**src/rtl/fifo_wr_arbiter.sv**
```systemverilog
// Round-robin arbiter sharing one FIFO write port between NUM_REQ requesters.
// Each grant lasts up to MAX_BURST words; the FIFO full flag stalls the granted requester.
module fifo_wr_arbiter #(
    parameter int unsigned NUM_REQ   = 4,
    parameter int unsigned DATA_W    = 8,
    parameter int unsigned MAX_BURST = 4,
    parameter int unsigned ID_W      = 2
) (
    input  logic                      clk,
    input  logic                      rst,
    input  logic [NUM_REQ-1:0]        req_valid,
    input  logic [NUM_REQ*DATA_W-1:0] req_data,
    output logic [NUM_REQ-1:0]        req_ready,
    input  logic                      fifo_full,
    output logic                      fifo_wr_en,
    output logic [DATA_W-1:0]         fifo_wr_data,
    output logic [ID_W-1:0]           grant_id,
    output logic                      busy,
    output logic                      burst_done
);

    localparam logic [3:0] LastBeat = 4'(MAX_BURST - 1);

    typedef enum logic [0:0] {StIdle, StBurst} state_e;

    state_e          state_q, state_d;
    logic [ID_W-1:0] rr_ptr_q, rr_ptr_d;
    logic [ID_W-1:0] grant_q, grant_d;
    logic [3:0]      count_q, count_d;
    logic [ID_W-1:0] winner, idx;
    logic            any_valid;

    // Scan from the highest offset down so the requester closest to rr_ptr wins.
    always_comb begin
        winner    = rr_ptr_q;
        idx       = rr_ptr_q;
        any_valid = 1'b0;
        for (int i = NUM_REQ - 1; i >= 0; i--) begin
            idx = rr_ptr_q + ID_W'(i);
            if (req_valid[idx]) begin
                winner    = idx;
                any_valid = 1'b1;
            end
        end
    end

    always_comb begin
        state_d      = state_q;
        rr_ptr_d     = rr_ptr_q;
        grant_d      = grant_q;
        count_d      = count_q;
        req_ready    = '0;
        fifo_wr_en   = 1'b0;
        fifo_wr_data = '0;
        burst_done   = 1'b0;
        unique case (state_q)
            StIdle: begin
                if (any_valid) begin
                    grant_d = winner;
                    count_d = '0;
                    state_d = StBurst;
                end
            end
            StBurst: begin
                req_ready[grant_q] = !fifo_full && !rst;
                fifo_wr_en         = req_valid[grant_q] && !fifo_full && !rst;
                if (fifo_wr_en) begin
                    fifo_wr_data = req_data[grant_q*DATA_W +: DATA_W];
                    count_d      = count_q + 4'd1;
                end
                // A full FIFO with valid still asserted stalls rather than ends the burst.
                if ((fifo_wr_en && count_q == LastBeat) || !req_valid[grant_q]) begin
                    burst_done = !rst;
                    state_d    = StIdle;
                    rr_ptr_d   = grant_q + ID_W'(1);
                end
            end
            default: state_d = StIdle;
        endcase
    end

    always_ff @(posedge clk) begin
        if (rst) begin
            state_q  <= StIdle;
            rr_ptr_q <= '0;
            grant_q  <= '0;
            count_q  <= '0;
        end else begin
            state_q  <= state_d;
            rr_ptr_q <= rr_ptr_d;
            grant_q  <= grant_d;
            count_q  <= count_d;
        end
    end

    assign grant_id = grant_q;
    assign busy     = (state_q == StBurst);

endmodule

```
**config.mk**
```make
export PLATFORM = sky130hd
export DESIGN_NAME = fifo_wr_arbiter
export DESIGN_NICKNAME = d
export VERILOG_FILES = /design/src/rtl/fifo_wr_arbiter.sv
export SDC_FILE = /design/constraint.sdc
export NUM_CORES = 1
export LEC_CHECK = 0
export CORE_ASPECT_RATIO = 0.7
export CORE_MARGIN = 5
export CORE_UTILIZATION = 32
export CTS_BUF_LIST = sky130_fd_sc_hd__clkbuf_16
export DETAILED_ROUTE_END_ITERATION = 8
export PLACE_DENSITY_LB_ADDON = 0.05
export RECOVER_POWER = 100
export REMOVE_ABC_BUFFERS = 1
export SLEW_MARGIN = 10
export SYNTH_ARGS = -nofsm -noshare
export SYNTH_HDL_FRONTEND = slang
export SYNTH_SLANG_ARGS = --single-unit
```
**constraint.sdc**
```tcl
create_clock -name clk -period 1.5 [get_ports clk]
set_input_delay 0.15 -clock clk [delete_from_list [all_inputs] [get_ports clk]]
set_output_delay 0.15 -clock clk [all_outputs]
set_load 0.05 [all_outputs]
```
# Yosys cells after proc, flatten, opt, wreduce, memory -nomap -nowiden
# Cells that the tools add are included.
[classes]
add_sub_neg = 5
multipliers = 0
div_mod_pow = 0
n_lt_le_gt_ge = 6
eq_ne = 3
n_shift = 1
n_mux = 32
n_bitwise = 2
reduce_logical = 12
[op_table]
columns = ["op", "n"]
rows = [
  ["$shiftx 32x6->8", 1],
  ["$mux 8", 2],
  ["$lt 2x3->1 const B", 5],
  ["$mux 1", 15],
  ["$mux 4", 3],
  ["$bmux 1 s2", 5],
  ["$mux 2", 4],
  ["$pmux 4 s2", 1],
  ["$reduce_and 2->1", 3],
  ["$logic_and 1x1->1", 5],
  ["$add 2x1->2 const B", 2],
  ["$add 2x2->2 const B", 2],
  ["$add 4x1->4 const B", 1],
  ["$and 4x4->4", 1],
  ["$eq 4x2->1 const B", 1],
  ["$logic_not 1->1", 3],
  ["$demux 1 s2", 1],
  ["$ge 2x1->1 const B", 1],
  ["$ne 2x1->1 const B", 1],
  ["$ne 2x2->1 const B", 1],
  ["$pmux 1 s2", 1],
  ["$logic_or 1x1->1", 1],
  ["$not 1->1", 1],
]
[totals]
reg_bits = 9
latch_bits = 0
mem_bits_rw = 0
mem_bits_ro = 0
inputBits = 39
output_inout_bits = 17
elab_cells = 65
n_memories = 0

# Logic depth before layout (Yosys ltp)
# Gate-level depths: netlist of the first run.
[logic_depth]
ltp_word = 9
mapped_depth = 6
ltp_nobuf = 5

# Worst setup path before layout of the first run
# No wires, ideal clock.
[synth_timing]
path_kind = "flip-flop to output port"
start = "reg grant_q[0] (netlist: grant_id[0])"
end = "out burst_done"
arrival_time_ns = 2.011
required_time_ns = 1.350
setup_slack_ns = -0.661
stages_incl_launch_ff = 4
path_buffers = 0
path_cell_list = "dfxtp_1 mux4_2 a2bb2o_4 and2_1"
[synth_via]
elab_chain_cells = 8
word_cells_on_any_way = 9
cone_classes = "mux (4); reduce/logical (5)"
[synth_rtl]
columns = ["item", "line", "text"]
rows = [
  ["start: declaration", "28", "logic [ID_W-1:0] grant_q, grant_d;"],
  ["start signal: assignment", "91", "grant_q <= grant_d;"],
  ["$bmux 1 s2 *", "66, 72", ""],
  ["$mux 1 (not written as such) *", "66, 72", ""],
  ["$logic_and 1x1->1 (2 in a row)", "66", "fifo_wr_en = req_valid[grant_q] && !fifo_full && !rst;"],
  ["$logic_and 1x1->1", "72", "if ((fifo_wr_en && count_q == LastBeat) || !req_valid[grant_q]) begin"],
  ["$logic_or 1x1->1 *", "72", ""],
  ["$mux 1 *", "72", ""],
  ["$mux 1 *", "56", "unique case (state_q)"],
  ["end: declaration", "19", "output logic burst_done"],
]
# Mark *: on every way between the ends. The rest lies on a longest branch, timed or not. The select of a mux whose other input is x is not followed.

# Final worst setup path of the first run
[layout_timing]
start = "reg grant_q[1] (netlist: grant_id[1])"
end = "out fifo_wr_data[2]"
[layout_via]
elab_chain_cells = 6
word_cells_on_any_way = 7
cone_classes = "shift (1); mux (4); reduce/logical (2)"
[layout_rtl]
columns = ["item", "line", "text"]
rows = [
  ["parallel branches: the longest is 4 deep, another holds $shiftx 32x6->8", "n/a", ""],
  ["$mux 8 *", "67", "if (fifo_wr_en) begin"],
  ["$mux 8 *", "56", ""],
  ["end: declaration", "16", "output logic [DATA_W-1:0] fifo_wr_data,"],
]
# Mark *: on every way between the ends. The select of a mux whose other input is x is not followed.

==> metrics, run 1 <==
Rows 15; VDD IR max 0.599 mV; Worst Path Arrival 1.65 ns; Tmin final between 1.5 and 2 ns; Synth-to-Final Area Change 127%; final total power 0.00128 W; Ports 56; final WL roughly 3200 um; Crit Path Class register to primary output; clk slew on worst S/H paths 0.04 ns; TritonCTS Buffers 3; depth of the CTS H-tree 1; leakage power roughly 0.77 nW; port buffer count 55; hold bufs inserted after CTS 0; RSZ-0062 raised after global routing yes; DRC 0; final antenna-violating net count 0; Max Fclk between 500 and 600 MHz; die area approximately 3800 um^2; min-delay src rst; period utilization 1.20; drt initial violations 30; max_slew headroom 0.605; PwrDens 669 nW/um^2; Layout fillers 157; failing checks negative setup slack; Seq/Total Area, Yosys 0.214; Synth top cells by count dfxtp_1 (9), mux4_2 (9), inv_1 (7); GRT Util Overall 0.178; flops & latches, synth 9; largest net degree at the start of global routing 13; Skew-Pair Late Insertion Delay about 0.24 ns; worst flop-to-flop path startpoint grant_id[0]; ANT cells 0; Placer Congestion ~0.8; Post-synth top flop dfxtp_1; main area contributors after synthesis mux4_2 (24%), dfxtp_1 (21%), ha_1 (7.4%), and3_1 (4.5%), and2_1 (3.7%); final hold vios 0; DR vias between 1,000 and 1,500; global-route wire length before repair around 5000 um; max cap viols 0; Slew @ Worst Pin about 0.60 ns; multi-input logic area between 700 and 800 um^2; outcome complete, but fails checks; Netlist cell types 34; Post-Syn Instances 84; Die Height about 53 um; largest area contributor in the netlist mux4_2; Die Wd between 70 and 80 um; clock root buffer clkbuf_16; R2R setup slack -0.17 ns; hpwl dp roughly 2400 um; Final Slew Violations 0; pre-CTS WS -0.378 ns; Post-synth EDFFs 0; Worst Path Max Fanout 4; startpoint types register; grt ovf 0; setup ws final -0.299 ns; Hold Path Class primary input to register; warnings from Yosys 0; Storage cell area roughly 190 um^2; Critical Path End Type primary output; vias in the first global route around 1,000; antenna violations before repair 0; Post-Syn Area 842 um^2; Worst Setup SP grant_id[1]; Final nets ~210; CTS tree done; Final Skew between 0.003 and 0.004 ns; Clock Tree Buf Depth 2; Initial Utilization 0.337; via-per-instance ratio around 5.2; Final setup viols 16; drt pass-1 iters 4; Critical Path RT about 1.4 ns; top-area cell type share of the netlist area 0.241; layout cells sized above 1 0.481; clk sinks 9; syn_area_per_cell approximately 10 um^2; Core ar. roughly 2500 um^2; Async SR Flop Fraction 0; average routed wire per standard cell approximately 17 um
## where the power goes
group,leakage [nW],internal (W),switching [W]
Clock,0.0423,0.000349,0.000119
Combinational,0.654,0.000315,0.000229
Sequential,0.0746,0.000255,0.0000163
Total,0.771,0.000919,0.000364
## logic make-up (layout without fill, tap and decap cells)
kind of cell    count (synthesis)  in the layout  synth area share
compound gates                 14             14             0.137
fa+ha+maj                       5              5            0.0743
buf+inv                        13             91            0.0654
flops                           9              9             0.214
mux                            12             12             0.278
simple gates                   31             31             0.232
## layout make-up
type                            count  area share
Clock buffer                        3      0.0392
Clock inverter                      1     0.00196
Inverter                            8      0.0157
Multi-Input combinational cell     62       0.367
Sequential cell                     9      0.0973
Tap cell                           34      0.0222
Timing Repair Buffer               79       0.457
## through the flow
step           std cells  TNS [ns]  hold WS, ns  utilization  area, um^2
2_1_floorplan         79    -13.42        0.219            -         817
3_3_place_gp         183     -5.22        0.467        0.633        1580
3_5_place_dp         183     -5.89        0.470        0.633        1580
4_1_cts              193     -3.34        0.461        0.734        1830
5_1_grt              196     -4.19        0.492        0.767        1920
6_report             196     -3.37        0.460        0.767        1920
## repair_timing
| item | in CTS | in global routing |
|---|---|---|
| gates resized for setup | 38 | 21 |
| gates cloned | 1 | 0 |
| buffers inserted | 6 | 4 |
| setup endpoints to repair | 19 | 23 |
| pin swaps | 5 | 9 |
| hold endpoints to repair | 0 | 0 |
## state kept, by name (all words and copies together) (netlist names)
| signal | count |
|---|---|
| count_q | 4 |
| grant_id | 2 |
| rr_ptr_q | 2 |
| busy | 1 |
## worst max-delay path, cell delays in order, from the launching register on
cell	delay, ns
dfxtp_2	0.36
clkbuf_1	0.31
mux4_2	0.38
and3_4	0.21
buf_8	0.15
## metal layers
metal,GRT usage,up-vias,part of all wire
met4,0.0531,0,0.018
met5,0,-,0
li1,-,479,-
met2,0.294,41,0.48
met3,0.0474,10,0.062
met1,0.227,480,0.44
## final timing paths
path              cells past startpoint         endpoint
setup / recovery                      4  fifo_wr_data[2]
hold / removal                        3       count_q[1]
setup reg to reg                      6      rr_ptr_q[0]
hold reg to reg                       1       count_q[3]
## layout by cell type (no fill, tap or decap), types with 2 or more instances in the layout
master           instances
clkdlybuf4s50_1         35
buf_4                   12
buf_6                   10
mux4_2                   9
and3_4                   8
buf_12                   8
buf_8                    8
inv_1                    6
dfxtp_1                  6
and2_4                   5
inv_2                    3
nor2_1                   3
ha_1                     3
clkbuf_16                3
clkbuf_1                 3
nor3b_1                  2
mux2i_1                  2
nand2_1                  2
o2111ai_1                2
o31ai_1                  2
nand3_1                  2
nor3_1                   2
a211oi_1                 2
dfxtp_2                  2
dlygate4sd2_1            2
(Power assumes the default switching activity.)
==> inputs of run 2 (changes only) <==
--- a/config.mk
+++ b/config.mk
@@ -8,7 +8,7 @@
 export CORE_ASPECT_RATIO = 0.7
 export CORE_MARGIN = 5
 export CORE_UTILIZATION = 32
-export CTS_BUF_LIST = sky130_fd_sc_hd__clkbuf_16
+export CTS_BUF_LIST = sky130_fd_sc_hd__clkbuf_8 sky130_fd_sc_hd__clkbuf_16
 export DETAILED_ROUTE_END_ITERATION = 8
 export PLACE_DENSITY_LB_ADDON = 0.05
 export RECOVER_POWER = 100
==> metrics, run 2 (synthesis gave the netlist of run 1 again) <==
met1 Usage GRT 0.221 (-0.00596); Final Instance Area 1860 um^2 (-3.1%); final hold vios 0 (unchanged); max reg flops 4 (unchanged); Final setup viols 16 (unchanged); Final nets 206 (-0.48%); vias in the first global route 1,044 (-0.48%); Critical Path End Type primary output; DRC 0 (unchanged); Final Skew 0.00147 ns (-0.00239 ns); Tmin final 1.80 ns (-0.00215 ns); final WL 3050 um (-5.9%); final total power 0.00108 W (-16%); drt pass-1 iters 4 (unchanged); Placed Area 1580 um^2 (unchanged); largest net degree at the start of global routing 13 (unchanged); depth of the CTS H-tree 1 (unchanged); Core ar. 2500 um^2 (unchanged); Final Slew Violations 0 (unchanged); most frequent cells in the layout clkdlybuf4s50_1 (35), buf_4 (11), mux4_2 (9), buf_6 (9); Layout fillers 173 (+10%); average routed wire per standard cell 15.6 um (-5.4%); multi-input logic area 692 um^2 (-1.6%); busiest grt layer met2; Die Height 52.9 um (unchanged); GRT Util Overall 0.173 (-0.00458); max_slew headroom 0.606 (+0.00103); GR Layer Usage met3 0.0531 (+0.00569); global-route wire length before repair 4990 um (-2.6%); Placer Congestion 0.816 (unchanged); drt initial violations 42 (+40%); TritonCTS Buffers 3 (unchanged); RSZ-0062 raised after global routing yes; layout cells sized above 1 0.472 (-0.00943); commonest non-fill, non-tap cell in the layout clkdlybuf4s50_1; Rows 15 (unchanged); Initial Utilization 0.337 (unchanged); leakage power 0.750 nW (-2.8%); Die Wd 71.3 um (unchanged); clk slew on worst S/H paths 0.05 ns (about the same); port buffer count 55 (unchanged); final antenna-violating net count 0 (unchanged); CP max stage cell mux4_2; ANT cells 0 (unchanged); Slew @ Worst Pin 0.594 ns (-0.00155 ns); Hold Path Class primary input to register; CTS tree done; Storage cell area 186 um^2 (unchanged); Crit path max-delay family multiplexers; Skew-Pair Late Insertion Delay 0.24 ns (about the same); Post-Place Cells 183 (unchanged); outcome complete, but fails checks; clk sinks 9 (unchanged); antenna violations before repair 0 (unchanged); Max Fclk 557 MHz (+0.12%); PwrDens 583 nW/um^2 (-13%); setup ws final -0.297 ns (+0.00215 ns); Clock Tree Buf Depth 2 (unchanged); Largest Register count_q; Critical Path RT 1.35 ns (about the same); max cap viols 0 (unchanged); period utilization 1.20 (-0.00143); startpoint types register; clock root buffer clkbuf_8; die area 3770 um^2 (unchanged); Worst Path Max Fanout 3 (-1); Ports 56 (unchanged); Worst Path Arrival 1.65 ns (about the same); crit-path cells mux4_2 > a2bb2o_4 > and2_4 > buf_12; Crit Path Class register to primary output; final cell count without fillers 195 (-0.51%); grt ovf 0 (unchanged); failing checks negative setup slack; hpwl dp 2430 um (unchanged); VDD IR max 0.389 mV (-35%); Largest stage delay, worst path 0.55 ns (+0.17 ns); Synth-to-Final Area Change 121%; via-per-instance ratio 5.08 (-1.4%); CP Buf/Inv Count 1 (-1); met2 Track Usage GR 0.280 (-0.0137); DR vias 991 (-1.9%)
## run 2: changes by cell type in the layout (fill, tap and decap cells not counted), sizes merged
cell / delta
buf: -1
## run 2: power by group
part | internal (W) | switching [W]
Sequential | 0.000255 | 0.0000160
Combinational | 0.000310 | 0.000220
Clock | 0.000179 | 0.000102
Total | 0.000743 | 0.000338
## run 2: final timing paths
| path | slack, ns | endpoint | depth (start not counted) | from |
|---|---|---|---|---|
| worst max-delay path | -0.30 | burst_done | 4 | grant_id[0] |
| worst min-delay path | 0.46 | count_q[1] | 3 | rst |
| worst max register to register | -0.18 | rr_ptr_q[0] | 6 | grant_id[0] |
| worst min register to register | 0.49 | count_q[3] | 1 | count_q[3] |
## run 2: layer usage
layer  vias up  share of wire
met2        38           0.46
met4         0          0.015
met3         6          0.069
met5         -              0
li1        472              -
met1       475           0.45
## run 2: layout make-up
type / count / share of cell area
repair buffers: 78 / 0.464
multi-input cells: 62 / 0.373
flip-flops and latches: 9 / 0.100
well taps: 34 / 0.0229
clock buffers: 3 / 0.0222
inverters: 8 / 0.0162
clock inverters: 1 / 0.00202
## run 2: repair_timing
action / 4_1_cts / 5_1_grt
resized for setup: 38 / 19
hold buffers: 0 / 0
hold endpoints to repair: 0 / 0
endpoints found under the setup margin: 19 / 23
gates cloned: 1 / 0
setup buffers: 6 / 3
pin swaps: 5 / 11
## run 2: tightest hold or removal path, stage by stage
cell           delay (ns)
dlygate4sd2_1        0.26
buf_4                0.19
a21oi_2              0.04
## run 2: per-stage QoR
step | hold slack, ns | utilization | setup slack (ns) | TNS, ns
5_1_grt | 0.484 | 0.744 | -0.347 | -4.32
6_report | 0.461 | 0.744 | -0.297 | -3.32
3_3_place_gp | 0.467 | 0.633 | -0.345 | -5.22
2_1_floorplan | 0.219 | - | -1.01 | -13.42
4_1_cts | 0.462 | 0.721 | -0.299 | -3.39
3_5_place_dp | 0.470 | 0.633 | -0.378 | -5.89
